File: src/rtl/lake_config_loader_pkg.sv
// lake_config_pkg: shared sizing, status-bit layout and FSM type for lake_config_loader
package lake_config_pkg;
  localparam int CFG_WIDTH = 550;
  localparam int WORD_W = 32;
  localparam int ADDR_W = 32;
  function automatic int num_words(int cw, int ww);
    return (cw + ww - 1) / ww;
  endfunction
  localparam int NUM_WORDS = num_words(CFG_WIDTH, WORD_W);
  localparam int COMMIT_OFFSET = NUM_WORDS;
  localparam int LAST_WORD_BITS = CFG_WIDTH - (NUM_WORDS - 1) * WORD_W;
  localparam int ST_VALID = 0;
  localparam int ST_ERROR = 1;
  localparam int ST_ARMED = 2;
  typedef enum logic {LOAD = 1'b0, ARMED = 1'b1} cfg_state_t;
endpackage

File: src/rtl/lake_config_loader_if.sv
// lake_config_loader_if: serial config write/read bus with readback
interface lake_config_loader_if #(
  parameter int ADDR_WIDTH = 32,
  parameter int WORD_WIDTH = 32
);
  logic [ADDR_WIDTH-1:0] config_config_addr;
  logic [WORD_WIDTH-1:0] config_config_data;
  logic config_write;
  logic config_read;
  logic [WORD_WIDTH-1:0] config_read_data;
  logic config_read_valid;
  modport master (
    output config_config_addr, config_config_data, config_write, config_read,
    input config_read_data, config_read_valid
  );
  modport slave (
    input config_config_addr, config_config_data, config_write, config_read,
    output config_read_data, config_read_valid
  );
endinterface

File: src/rtl/lake_config_loader_word_mux.sv
// lake_config_word_mux: readback word select with last-word and out-of-range zero fill
module lake_config_word_mux #(
  parameter int WORD_WIDTH = 32,
  parameter int ADDR_WIDTH = 32,
  parameter int NW = 18,
  parameter int LB = 6
) (
  input logic [NW*WORD_WIDTH-1:0] shadow_i,
  input logic [ADDR_WIDTH-1:0] offset_i,
  input logic in_range_i,
  input logic [2:0] status_i,
  output logic [WORD_WIDTH-1:0] word_o
);
  localparam int IW = $clog2(NW);
  localparam logic [WORD_WIDTH-1:0] LAST_MASK = {WORD_WIDTH{1'b1}} >> (WORD_WIDTH - LB);
  logic [WORD_WIDTH-1:0] sel;
  assign sel = shadow_i[int'(offset_i[IW-1:0]) * WORD_WIDTH +: WORD_WIDTH];
  assign word_o = !in_range_i ? '0 :
                  offset_i < ADDR_WIDTH'(NW - 1) ? sel :
                  offset_i == ADDR_WIDTH'(NW - 1) ? sel & LAST_MASK :
                  offset_i == ADDR_WIDTH'(NW) ? WORD_WIDTH'(status_i) : '0;
endmodule

File: src/rtl/lake_config_loader.sv
// lake_config_loader: config-bus responder building a shadow image, committed atomically to config_out
module lake_config_loader
  import lake_config_pkg::*;
#(
  parameter int CONFIG_WIDTH = CFG_WIDTH,
  parameter int WORD_WIDTH = WORD_W,
  parameter int ADDR_WIDTH = ADDR_W,
  parameter logic [ADDR_WIDTH-1:0] BASE_ADDR = '0
) (
  input logic clk,
  input logic rst_n,
  lake_config_loader_if.slave bus,
  output logic [CONFIG_WIDTH-1:0] config_out,
  output logic config_valid,
  output logic config_error
);
  localparam int NW = num_words(CONFIG_WIDTH, WORD_WIDTH);
  localparam int IW = $clog2(NW);
  logic [NW*WORD_WIDTH-1:0] shadow_q;
  logic [NW-1:0] mask_q, mask_d;
  cfg_state_t state_q, state_d;
  logic [CONFIG_WIDTH-1:0] active_q;
  logic valid_q, error_q, error_d;
  logic [WORD_WIDTH-1:0] rd_data_q, rd_word;
  logic rd_valid_q;
  logic [ADDR_WIDTH-1:0] offset;
  logic borrow, word_hit, wr_word, commit_req, commit_ok;
  logic [IW-1:0] idx;
  logic [2:0] status;
  // borrow out of the subtraction flags addresses below BASE_ADDR
  assign {borrow, offset} = {1'b0, bus.config_config_addr} - {1'b0, BASE_ADDR};
  assign idx = offset[IW-1:0];
  assign word_hit = !borrow && offset < ADDR_WIDTH'(NW);
  assign wr_word = bus.config_write && word_hit;
  assign commit_req = bus.config_write && !borrow && offset == ADDR_WIDTH'(NW) && bus.config_config_data[0];
  assign commit_ok = commit_req && state_q == ARMED;
  assign state_d = &mask_d ? ARMED : LOAD;
  assign error_d = commit_ok ? 1'b0 : commit_req ? 1'b1 : error_q;
  always_comb begin
    mask_d = mask_q;
    if (wr_word) mask_d[idx] = 1'b1;
    if (commit_ok) mask_d = '0;
  end
  always_comb begin
    status = '0;
    status[ST_VALID] = valid_q;
    status[ST_ERROR] = error_q;
    status[ST_ARMED] = state_q == ARMED;
  end
  lake_config_word_mux #(
    .WORD_WIDTH(WORD_WIDTH), .ADDR_WIDTH(ADDR_WIDTH), .NW(NW), .LB(CONFIG_WIDTH - (NW - 1) * WORD_WIDTH)
  ) u_mux (
    .shadow_i(shadow_q), .offset_i(offset), .in_range_i(!borrow), .status_i(status), .word_o(rd_word)
  );
  always_ff @(posedge clk or negedge rst_n) begin
    if (!rst_n) begin
      shadow_q <= '0;
      mask_q <= '0;
      state_q <= LOAD;
      active_q <= '0;
      valid_q <= 1'b0;
      error_q <= 1'b0;
      rd_data_q <= '0;
      rd_valid_q <= 1'b0;
    end else begin
      if (wr_word) shadow_q[int'(idx) * WORD_WIDTH +: WORD_WIDTH] <= bus.config_config_data;
      mask_q <= mask_d;
      state_q <= state_d;
      error_q <= error_d;
      if (commit_ok) begin
        active_q <= shadow_q[CONFIG_WIDTH-1:0];
        valid_q <= 1'b1;
      end
      rd_valid_q <= bus.config_read;
      if (bus.config_read) rd_data_q <= rd_word;
    end
  end
  assign config_out = active_q;
  assign config_valid = valid_q;
  assign config_error = error_q;
  assign bus.config_read_data = rd_data_q;
  assign bus.config_read_valid = rd_valid_q;
endmodule

File: src/flat_wrapper.sv
// flat-port wrapper written by rule: the top's interface ports become plain ports
module lake_config_loader_flat import lake_config_pkg::*;
#(
  parameter int CONFIG_WIDTH = CFG_WIDTH,
  parameter int WORD_WIDTH = WORD_W,
  parameter int ADDR_WIDTH = ADDR_W,
  parameter logic [ADDR_WIDTH-1:0] BASE_ADDR = '0
)
  (clk, rst_n, config_out, config_valid, config_error, bus_config_config_addr, bus_config_config_data, bus_config_write, bus_config_read, bus_config_read_data, bus_config_read_valid);
  lake_config_loader_if #(.ADDR_WIDTH(ADDR_WIDTH), .WORD_WIDTH(WORD_WIDTH)) bus_i ();
  input logic clk;
  input logic rst_n;
  output logic [CONFIG_WIDTH-1:0] config_out;
  output logic config_valid;
  output logic config_error;
  input wire logic [$bits(bus_i.config_config_addr)-1:0] bus_config_config_addr;
  input wire logic [$bits(bus_i.config_config_data)-1:0] bus_config_config_data;
  input wire logic [$bits(bus_i.config_write)-1:0] bus_config_write;
  input wire logic [$bits(bus_i.config_read)-1:0] bus_config_read;
  output wire logic [$bits(bus_i.config_read_data)-1:0] bus_config_read_data;
  output wire logic [$bits(bus_i.config_read_valid)-1:0] bus_config_read_valid;
  assign bus_i.config_config_addr = bus_config_config_addr;
  assign bus_i.config_config_data = bus_config_config_data;
  assign bus_i.config_write = bus_config_write;
  assign bus_i.config_read = bus_config_read;
  assign bus_config_read_data = bus_i.config_read_data;
  assign bus_config_read_valid = bus_i.config_read_valid;
  lake_config_loader #(.CONFIG_WIDTH(CONFIG_WIDTH), .WORD_WIDTH(WORD_WIDTH), .ADDR_WIDTH(ADDR_WIDTH), .BASE_ADDR(BASE_ADDR)) u_core (.clk(clk), .rst_n(rst_n), .bus(bus_i), .config_out(config_out), .config_valid(config_valid), .config_error(config_error));
endmodule
File: config.mk
export PLATFORM = sky130hd
export DESIGN_NAME = lake_config_loader_flat
export DESIGN_NICKNAME = d
export VERILOG_FILES = /design/src/rtl/lake_config_loader_pkg.sv /design/src/rtl/lake_config_loader_if.sv /design/src/rtl/lake_config_loader_word_mux.sv /design/src/rtl/lake_config_loader.sv /design/src/flat_wrapper.sv
export SDC_FILE = /design/constraint.sdc
export NUM_CORES = 2
export LEC_CHECK = 0
export CAP_MARGIN = 5
export CORE_MARGIN = 2
export CORE_UTILIZATION = 45
export CTS_CLUSTER_SIZE = 28
export DETAILED_ROUTE_END_ITERATION = 12
export PLACE_DENSITY = 0.65
export SLEW_MARGIN = 20
export SYNTH_ARGS = -nofsm -noshare
export SYNTH_HDL_FRONTEND = slang
export SYNTH_HIERARCHICAL = 1
export SYNTH_SLANG_ARGS = --single-unit
File: constraint.sdc
create_clock -name clk -period 3.3 [get_ports clk]
set_clock_uncertainty 0.1 [all_clocks]
set_input_delay 0.66 -clock clk [delete_from_list [all_inputs] [get_ports clk]]
set_output_delay 0.66 -clock clk [all_outputs]
set_load 0.05 [all_outputs]
==> results.md <==
* Run status: complete, no violations
* Maximum number of pins on one net before global-route repair at 119
* Filler instances at between 9000 and 10000
* Maximum clock path buffer count at 3
* Syn avg cell area at roughly 15 µm²
* Kind of capture point of the worst setup path: flip-flop
* Cell area after layout at 0.0642 mm²
* Worst EP arrival at approximately 3.4 ns
* Depth of the worst register-to-register path at 5
* Syn Nets at 3380
* Cell area after synthesis at roughly 0.05 mm²
* Peak clock frequency supported by timing at around 350 MHz
* Global-route congestion overflow total at 0
* Count of input and output buffers at 652
* Router iterations before antenna repair at 5
* Final worst setup slack at 0.437 ns
* Worst min path class: primary input to flip-flop
* Setup repair after global routing missed its margin: no
* Final number of hold-violating endpoints at 0
* Placed cell areas at 0.0601 mm²
* Worst endpoint required time at 3.79 ns
* Synth-to-Final Area Change at 26.5%
* Routed vias/inst at approximately 5.6
* TritonCTS Buffers at 120
* Global-route wire length before repair at 230000 µm
* Clock H-tree levels at 3
* Average detailed-routed wire length per instance at 27.5 µm
* Pwr/cell area at about 460 mW/mm²
* Count of nets left with antenna violations after detail routing at 0
* Leak at 30.5 nW
* Post-CTS setup-driven buffer insertion count at 0
* Post-layout nets at 4147
* Max transition margin at 34.1%
* Clk Latency, worst-skew pair at 0.71 ns
* Final critical-path share of the clock period at 86.8%
* Final-layout setup total negative slack at 0 ns
* Peak VDD IR at between 400 and 500 µV
* Shortest clock period the worst path allows after layout at 2.86 ns
* Worst setup SP type: primary input
* Vert. Die Dim at 340 µm
* Die width at 340 µm
* Hold path cells at 1
* TritonCTS clock tree: yes
* Detailed-route wire length at 156000 µm
* Initial core utilization at roughly 45%
* DP Wirelength at ~110000 µm
* Total global routing track utilization at 26.9%
* Multi-input combinational cell area at 0.0203 mm²
* Final cell utilization of the core at 57.2%
* Core area at 0.112 mm²
* Least-Margin Pin Slew at 0.987 ns
* Placer's final routability congestion estimate at 0.862
* Max-slew violation count at 0
* Post-route DRC violation count at 0
* Sequential cell area at 0.0289 mm²
* Full die area at 0.115 mm²
* CTS clk-pin slew, worst paths at 0.06 ns
* Via count at 31700
* Initial antenna violation count at 8
* Share of layout cells above drive strength 1 at 39.4%
* I/O pin count at 653
* Synthesized netlist cell count at 3307
* Max capacitance violation total at 0
* CTS Root Cell: sky130_fd_sc_hd__clkbuf_16
* Number of setup violations in the final report at 0
* Iteration-0 DRC Markers at 2704
* Sink Count at approximately 1200
* CP max FO at 24
* Via count of the first global-routing pass at 32100
* Total number of yosys warnings at 6
* Number of placement rows at 123
* Dpl ws at -0.264 ns
* Category of the most critical setup path: primary input to flip-flop
* Post-cts resize count at 0
[registers in the layout (all words and copies together) (netlist names)]
| name | cells |
|---|---|
| u_core/config_out | 550 |
| u_core/bus.config_read_valid | 1 |
| u_core/config_error | 1 |
| u_core/shadow_q | 550 |
| u_core/mask_q | 18 |
| u_core/bus.config_read_data | 32 |
| u_core/state_q | 1 |
| u_core/config_valid | 1 |
[metrics by stage]
stage               hold slack [ns]  total power, mW  instances
floorplan                     0.264             14.9       3307
global placement              0.364             15.6       5451
detailed placement            0.375             15.6       5451
CTS                           0.223             29.6       5671
global route                  0.238             30.2       5674
finish                        0.269             29.3       5679
[report_power, final]
part	total, mW	switching, mW	internal [mW]
logic	1.23	0.869	0.356
clock network	13.9	5.73	8.16
registers	14.2	0.000170	14.2
total	29.3	6.60	22.7
[layout make-up]
cell class / instances / area share (%)
inverter: 6 / 0.0351
sequential: 1154 / 45.0
clock inverter: 40 / 0.829
antenna: 8 / 0.0312
clock buffer: 179 / 5.51
tap: 1500 / 2.92
timing repair buffer: 868 / 14.0
multi-input combinational: 1924 / 31.7
[worst paths after layout]
| kind | start | endpoint | slack (ns) |
|---|---|---|---|
| max | bus_config_config_addr[15] | u_core/shadow_q[237] | 0.44 |
| min | bus_config_read | u_core/bus.config_read_valid | 0.27 |
| max reg2reg | u_core/shadow_q[256] | u_core/bus.config_read_data[0] | 0.96 |
| min reg2reg | u_core/mask_q[6] | u_core/mask_q[6] | 0.38 |
| max in group asynchronous | rst_n | u_core/config_out[211] | 1.61 |
| min in group asynchronous | rst_n | u_core/shadow_q[419] | 0.40 |
[critical path: stages]
cell	delay, ns
sky130_fd_sc_hd__clkdlybuf4s50_1	0.45
sky130_fd_sc_hd__or4_1	0.60
sky130_fd_sc_hd__nor2_4	0.19
sky130_fd_sc_hd__nand3_2	0.10
sky130_fd_sc_hd__or3_4	0.56
sky130_fd_sc_hd__nor2_8	0.16
sky130_fd_sc_hd__buf_12	0.24
sky130_fd_sc_hd__mux2_4	0.33
[layout by cell type, fill, tap and decap left out, types with 8 or more instances in the layout]
master,n
sky130_fd_sc_hd__clkbuf_8,29
sky130_fd_sc_hd__bufinv_16,10
sky130_fd_sc_hd__nor2_4,8
sky130_fd_sc_hd__nor4_1,10
sky130_fd_sc_hd__mux2_2,868
sky130_fd_sc_hd__mux4_2,105
sky130_fd_sc_hd__mux2i_1,38
sky130_fd_sc_hd__diode_2,8
sky130_fd_sc_hd__nand3_1,9
sky130_fd_sc_hd__mux2_1,25
sky130_fd_sc_hd__nor2b_1,66
sky130_fd_sc_hd__a21boi_0,26
sky130_fd_sc_hd__clkbuf_16,121
sky130_fd_sc_hd__clkdlybuf4s50_1,645
sky130_fd_sc_hd__a21oi_1,8
sky130_fd_sc_hd__nand2_1,92
sky130_fd_sc_hd__a211oi_1,28
sky130_fd_sc_hd__clkbuf_1,29
sky130_fd_sc_hd__mux2_4,210
sky130_fd_sc_hd__mux4_1,20
sky130_fd_sc_hd__buf_12,68
sky130_fd_sc_hd__o31ai_1,35
sky130_fd_sc_hd__dfrtp_1,1154
sky130_fd_sc_hd__nor2_1,239
sky130_fd_sc_hd__buf_4,148
sky130_fd_sc_hd__clkinv_2,17
sky130_fd_sc_hd__a2111oi_0,26
sky130_fd_sc_hd__o21ai_0,9
[timing repair]
| action | in CTS | in global routing |
|---|---|---|
| endpoints found under the hold margin | 26 | 0 |
| hold buffers | 1 | 0 |
| endpoints found under the setup margin | 0 | 0 |
[layer usage]
metal	up-vias	part of all wire (%)	global-route usage, %
li1	13600	-	-
met1	16800	48	41.7
met2	1042	44	38.9
met3	203	6.2	4.83
met4	0	2.6	6.91
met5	-	0	0
Power figures use the tool's default switching activity.
